`config.mk`:
```
export PLATFORM = sky130hd
export DESIGN_NAME = single_min_reduce
export DESIGN_NICKNAME = d
export VERILOG_FILES = /design/src/rtl/single_pkg.sv /design/src/rtl/single_lt.sv /design/src/rtl/single_min_reduce.sv
export SDC_FILE = /design/constraint.sdc
export NUM_CORES = 1
export LEC_CHECK = 0
export CAP_MARGIN = 20
export CORE_ASPECT_RATIO = 1.75
export CORE_UTILIZATION = 50
export CTS_BUF_LIST = sky130_fd_sc_hd__clkbuf_16
export DETAILED_ROUTE_END_ITERATION = 8
export GPL_TIMING_DRIVEN = 0
export PLACE_DENSITY = 0.83
export SLEW_MARGIN = 25
export SYNTH_ARGS = -nofsm -noshare
export SYNTH_HDL_FRONTEND = slang
export SYNTH_SLANG_ARGS = --single-unit
```
`constraint.sdc`:
```
create_clock -name clk -period 4 [get_ports clk]
set_input_delay 0.8 -clock clk [delete_from_list [all_inputs] [get_ports clk]]
set_output_delay 0.8 -clock clk [all_outputs]
set_load 0.01 [all_outputs]
```
`src/rtl/single_pkg.sv`:
```
// Shared binary32 constants, classification helpers and FSM encoding for the
// single-precision min reduction stage.
package single_pkg;

  localparam logic [31:0] SINGLE_QNAN    = 32'h7FC0_0000;
  localparam logic [31:0] SINGLE_POS_INF = 32'h7F80_0000;

  typedef enum logic [1:0] {
    ST_FIRST = 2'd0,
    ST_ACCUM = 2'd1,
    ST_HOLD  = 2'd2
  } state_e;

  function automatic logic single_is_nan(input logic [31:0] x);
    return (x[30:23] == 8'hFF) && (x[22:0] != 23'd0);
  endfunction

  function automatic logic single_is_neg_zero(input logic [31:0] x);
    return x == 32'h8000_0000;
  endfunction

  // Maps sign-magnitude onto an unsigned total order (-0 sorts just below +0).
  function automatic logic [31:0] single_order_key(input logic [31:0] x);
    return x[31] ? ~x : (x | 32'h8000_0000);
  endfunction

endpackage

```
`src/rtl/single_lt.sv`:
```
// Combinational precedence test: lt is high when b strictly precedes a under
// min ordering (NaN loses to any number, -0 below +0, ties keep a).
module single_lt
  import single_pkg::*;
(
  input  logic [31:0] a,
  input  logic [31:0] b,
  output logic        lt
);

  logic a_nan;
  logic b_nan;
  logic key_lt;

  assign a_nan  = single_is_nan(a);
  assign b_nan  = single_is_nan(b);
  assign key_lt = single_order_key(b) < single_order_key(a);
  assign lt     = !b_nan && (a_nan || key_lt);

endmodule

```
`src/rtl/single_min_reduce.sv`:
```
// Per-frame binary32 minimum, saturating element count and all-NaN flag.
// Optional MIN_REDUCE_INDEX_EN adds out_index (position of first minimum).
module single_min_reduce
  import single_pkg::*;
#(
  parameter int unsigned COUNT_W = 16
) (
  input  logic               clk,
  input  logic               rst_n,
  input  logic [31:0]        in_data,
  input  logic               in_valid,
  input  logic               in_last,
  output logic               in_ready,
  output logic [31:0]        out_data,
  output logic [COUNT_W-1:0] out_count,
  output logic               out_all_nan,
  output logic               out_valid,
  input  logic               out_ready
`ifdef MIN_REDUCE_INDEX_EN
  ,
  output logic [COUNT_W-1:0] out_index
`endif
);

  localparam logic [COUNT_W-1:0] CNT_MAX = '1;
  localparam logic [COUNT_W-1:0] CNT_ONE = COUNT_W'(1);

  state_e             state;
  state_e             state_d;
  logic               in_fire;
  logic               in_nan;
  logic               in_lt;
  logic [31:0]        acc_d;
  logic [COUNT_W-1:0] cnt_d;
  logic               all_nan_d;
`ifdef MIN_REDUCE_INDEX_EN
  logic [COUNT_W-1:0] idx_d;
`endif

  assign in_fire = in_valid && in_ready;
  assign in_nan  = single_is_nan(in_data);

  single_lt u_lt (
    .a  (out_data),
    .b  (in_data),
    .lt (in_lt)
  );

  always_ff @(posedge clk) begin
    if (!rst_n) state <= ST_FIRST;
    else        state <= state_d;
  end

  always_comb begin
    state_d = state;
    case (state)
      ST_FIRST: if (in_fire) state_d = in_last ? ST_HOLD : ST_ACCUM;
      ST_ACCUM: if (in_fire && in_last) state_d = ST_HOLD;
      ST_HOLD:  if (out_valid && out_ready) state_d = ST_FIRST;
      default:  state_d = ST_FIRST;
    endcase
  end

  // Next values of the accumulator; the accumulator doubles as out_data.
  always_comb begin
    acc_d     = out_data;
    cnt_d     = out_count;
    all_nan_d = out_all_nan;
`ifdef MIN_REDUCE_INDEX_EN
    idx_d     = out_index;
`endif
    if (in_fire) begin
      if (state == ST_FIRST) begin
        acc_d     = in_nan ? SINGLE_QNAN : in_data;
        cnt_d     = CNT_ONE;
        all_nan_d = in_nan;
`ifdef MIN_REDUCE_INDEX_EN
        idx_d     = '0;
`endif
      end else if (state == ST_ACCUM) begin
        if (in_lt) begin
          acc_d = in_data;
`ifdef MIN_REDUCE_INDEX_EN
          idx_d = out_count;
`endif
        end
        cnt_d     = (out_count == CNT_MAX) ? out_count : out_count + CNT_ONE;
        all_nan_d = out_all_nan && in_nan;
      end
    end
  end

  always_ff @(posedge clk) begin
    if (!rst_n) begin
      out_data    <= '0;
      out_count   <= '0;
      out_all_nan <= 1'b0;
      out_valid   <= 1'b0;
      in_ready    <= 1'b1;
`ifdef MIN_REDUCE_INDEX_EN
      out_index   <= '0;
`endif
    end else begin
      out_data    <= acc_d;
      out_count   <= cnt_d;
      out_all_nan <= all_nan_d;
      out_valid   <= (state_d == ST_HOLD);
      in_ready    <= (state_d != ST_HOLD);
`ifdef MIN_REDUCE_INDEX_EN
      out_index   <= idx_d;
`endif
    end
  end

endmodule

```
==> summary.txt <==
Logic synthesis
  • Adder-Cell Fraction of Synth Area: between 10% and 20%
  • Synth top area cells: dfxtp_1 30%, ha_1 11%, xor2_1 9.8%, mux2i_1 9.0%, xnor2_1 8.3%
  • Mapped Cells: about 420
  • Synth area leader: dfxtp_1
  • Compound-Gate Fraction of Synth Area: 7.86%
  • Post-synth top flop: dfxtp_1
  • Post-synth ARST share: 0%
  • Simple logic cell fraction of the synthesized area: 20.8%
  • Cell Area, Synth: ~3600 sq um
  • Main combinational cell family by area after synthesis: simple AND/OR/NAND/NOR gates
  • Multiplexer area fraction after synthesis: 8.98%
  • Post-synth cell types: 45
  • EDFF count, synth: 0
  • Syn Area/Cell: 8.57 sq um
  • Warnings from Yosys: 0
  • #FFs+latches synth: 53
  • Xor/xnor share of the synthesized area: 18.2%
  • Top cell type's share of synthesized area: 29.7%
  • Mapped Nets: 485
  • Sequential area share after synthesis: slightly below 30%

Pwr
  • Maximum vdd drop: 342 uV
  • Pwr/cell area: 366 nW/um^2
  • Tot Pwr: 1.71 mW
  • Pleak: 1.85 nW

GRT
  • Initial antenna violation count: 0
  • Vias in the first global route: 3414
  • Largest net degree at the start of global routing: 19
  • First-pass GRT wire length: 15600 um
  • All-Layer GR Usage: 27.1%
  • GRT overflow: 0

Critical path
  • Critical Path End Type: flip-flop
  • WP data required: roughly 4.2 ns
  • Critical Path Slowest Stage Cell: buf_1
  • CP cell instances: buf_2 > buf_1 > xor2_1 > ha_1 > a21oi_1 > nor2_1 > a2111oi_0 > o31ai_1 > a31oi_1 > o31ai_4 > buf_4 > mux2i_1
  • Setup slack, reg-to-reg: 0.48 ns
  • Startpoint types: input pin
  • Worst endpoint data arrival time: 3.82 ns
  • Crit-path max cell delay: 0.62 ns
  • Critical Setup Path Class: in -> reg
  • Max FO, Critical Path: 10

Clock network
  • # Post-CTS Setup Buffers: 0
  • Clk Latency, worst-skew pair: 0.30 ns
  • Hold bufs inserted after CTS: 0
  • Post-CTS Resized: 0
  • Worst-path clk slew: around 0.070 ns
  • Clock sinks: 53
  • Clk Tree Root Cell: clkbuf_16
  • CTS Buf Count: 5
  • CTS tree: yes
  • CTS H-Tree Depth: 2
  • Maximum buffer depth of the clock tree: 2

STA
  • Hold Fails Final Rpt: 0
  • Setup violators final: 0
  • Slew headroom: 44.2%
  • Worst Tran Pin Value: 0.837 ns
  • Unrepaired setup endpoints after global routing: false
  • Sum Neg Setup Slack: 0 ns
  • Final worst-path cycle share: ~91%
  • Fin. max-slew vios: 0
  • Fin crit period: 3.63 ns
  • Worst hold slack: 0.510 ns
  • F_max: 276 MHz
  • Clk_skew: 0.0101 ns

Hold path
  • Worst min path class: reg -> reg

Outcome
  • Status: complete, no violations

Placed design
  • IO Port Bufs: between 80 and 90
  • Dpl cell area: between 4000 and 5000 sq um
  • Post-detail-place hpwl: 7630 um
  • Placer congestion estimate: 0.875

Floorplan
  • FP Rows: 40
  • Die area: 7490 sq um
  • IO Count: 88
  • Die Height: 114 um
  • Initial Util: 52.0%
  • DIE WIDTH: 65.9 um
  • Core area: 6860 sq um

Routing
  • DR DRC count: 0
  • Drt pass-1 iters: 5
  • Final wirelength: 9650 um
  • Wirelength per Cell: 16.2 um
  • Initial DRC count: 159
  • Vias per cell: 5.64
  • Total number of vias: 3352
  • Routed Antenna Nets: 0

Layout
  • Nets: 578
  • Most frequent cells in the layout: 86 x clkdlybuf4s50_1, 79 x nand2_1, 53 x dfxtp_1
  • Commonest non-fill, non-tap cell in the layout: clkdlybuf4s50_1
  • Ant diodes: 0
  • Share of layout cells above drive strength 1: 3.92%
  • Final Cell Area: 4680 sq um
  • Synthesis-to-finish area growth: 31.3%

Run
  • Max_cap viols: 0
-- cells in the mapped netlist (2+ instances only) --
master     instances
nand2_1           79
dfxtp_1           53
xor2_1            40
xnor2_1           34
ha_1              32
mux2i_1           32
nor2_1            22
nand4_1           17
a21oi_1           16
nand3_1           10
nor4_1            10
clkbuf_1           9
o21ai_0            9
buf_1              6
inv_1              4
nor3_1             4
and2_1             3
buf_4              3
a2111oi_0          2
a21o_1             2
and3_4             2
buf_2              2
nor2b_1            2
or3_1              2
-- routing by layer --
| layer | up-vias | track usage, % | routed length (um) |
|---|---|---|---|
| li1 | 1625 | - | - |
| met1 | 1603 | 26.8 | 3540 |
| met2 | 101 | 51.1 | 5230 |
| met3 | 23 | 5.80 | 524 |
| met4 | 0 | 12.8 | 360 |
| met5 | - | 0 | 0 |
-- report_power, final --
part	internal [mW]	leakage, nW	total, mW	switching [mW]
combinational	0.320	1.34	0.641	0.321
sequential	0.570	0.433	0.623	0.0525
clock	0.236	0.0704	0.449	0.213
-- through the flow --
stage / utilization, % / std cells / worst slack, ns
2_1_floorplan: - / 416 / 0.706
3_3_place_gp: 66.1 / 586 / 0.129
3_5_place_dp: 66.1 / 586 / 0.129
4_1_cts: 68.3 / 594 / 0.408
5_1_grt: 68.3 / 594 / 0.166
6_report: 68.3 / 594 / 0.374
-- cells by family (layout without fill, tap and decap cells) --
kind of cell,count (synthesis),in the layout
muxes,32,32
AOI/OAI and AO/OA,42,42
DFF,53,53
and+or+nand+nor,158,158
adders and majority gates,32,32
buffers and inverters,25,119
xor gates and xnor gates,74,74
-- critical path: cells and delay by family --
kind	cells	cell delay (ns)
adders and majority gates	1	0.34
muxes	1	0.13
and+or+nand+nor	1	0.06
xor gates and xnor gates	1	0.16
buffers and inverters	3	1.02
AOI/OAI and AO/OA	5	1.30
-- sequential cells by signal (all words and copies together) (netlist names) --
register and cells:
in_ready 1, out_all_nan 1, out_count 16, out_data 32, out_valid 1, state 2
-- final timing paths --
| path | startpoint | end | cells past startpoint |
|---|---|---|---|
| setup / recovery | in_data[31] | out_data[9]$_SDFFE_PN0P_ | 12 |
| hold / removal | out_data[17]$_SDFFE_PN0P_ | out_data[17]$_SDFFE_PN0P_ | 2 |
| setup reg to reg | out_data[31]$_SDFFE_PN0P_ | out_data[9]$_SDFFE_PN0P_ | 12 |
| hold reg to reg | out_data[17]$_SDFFE_PN0P_ | out_data[17]$_SDFFE_PN0P_ | 2 |
-- cell type report --
cell class,instances,area (sq um)
clock inverter,3,25.0
clock buffer,5,125
buffer,21,100
inverter,4,15.0
timing repair buffer,86,861
fill,557,2170
tap,84,105
multi-input combinational,338,2390
sequential,53,1060
No activity file was read; power rests on OpenSTA's default activity.
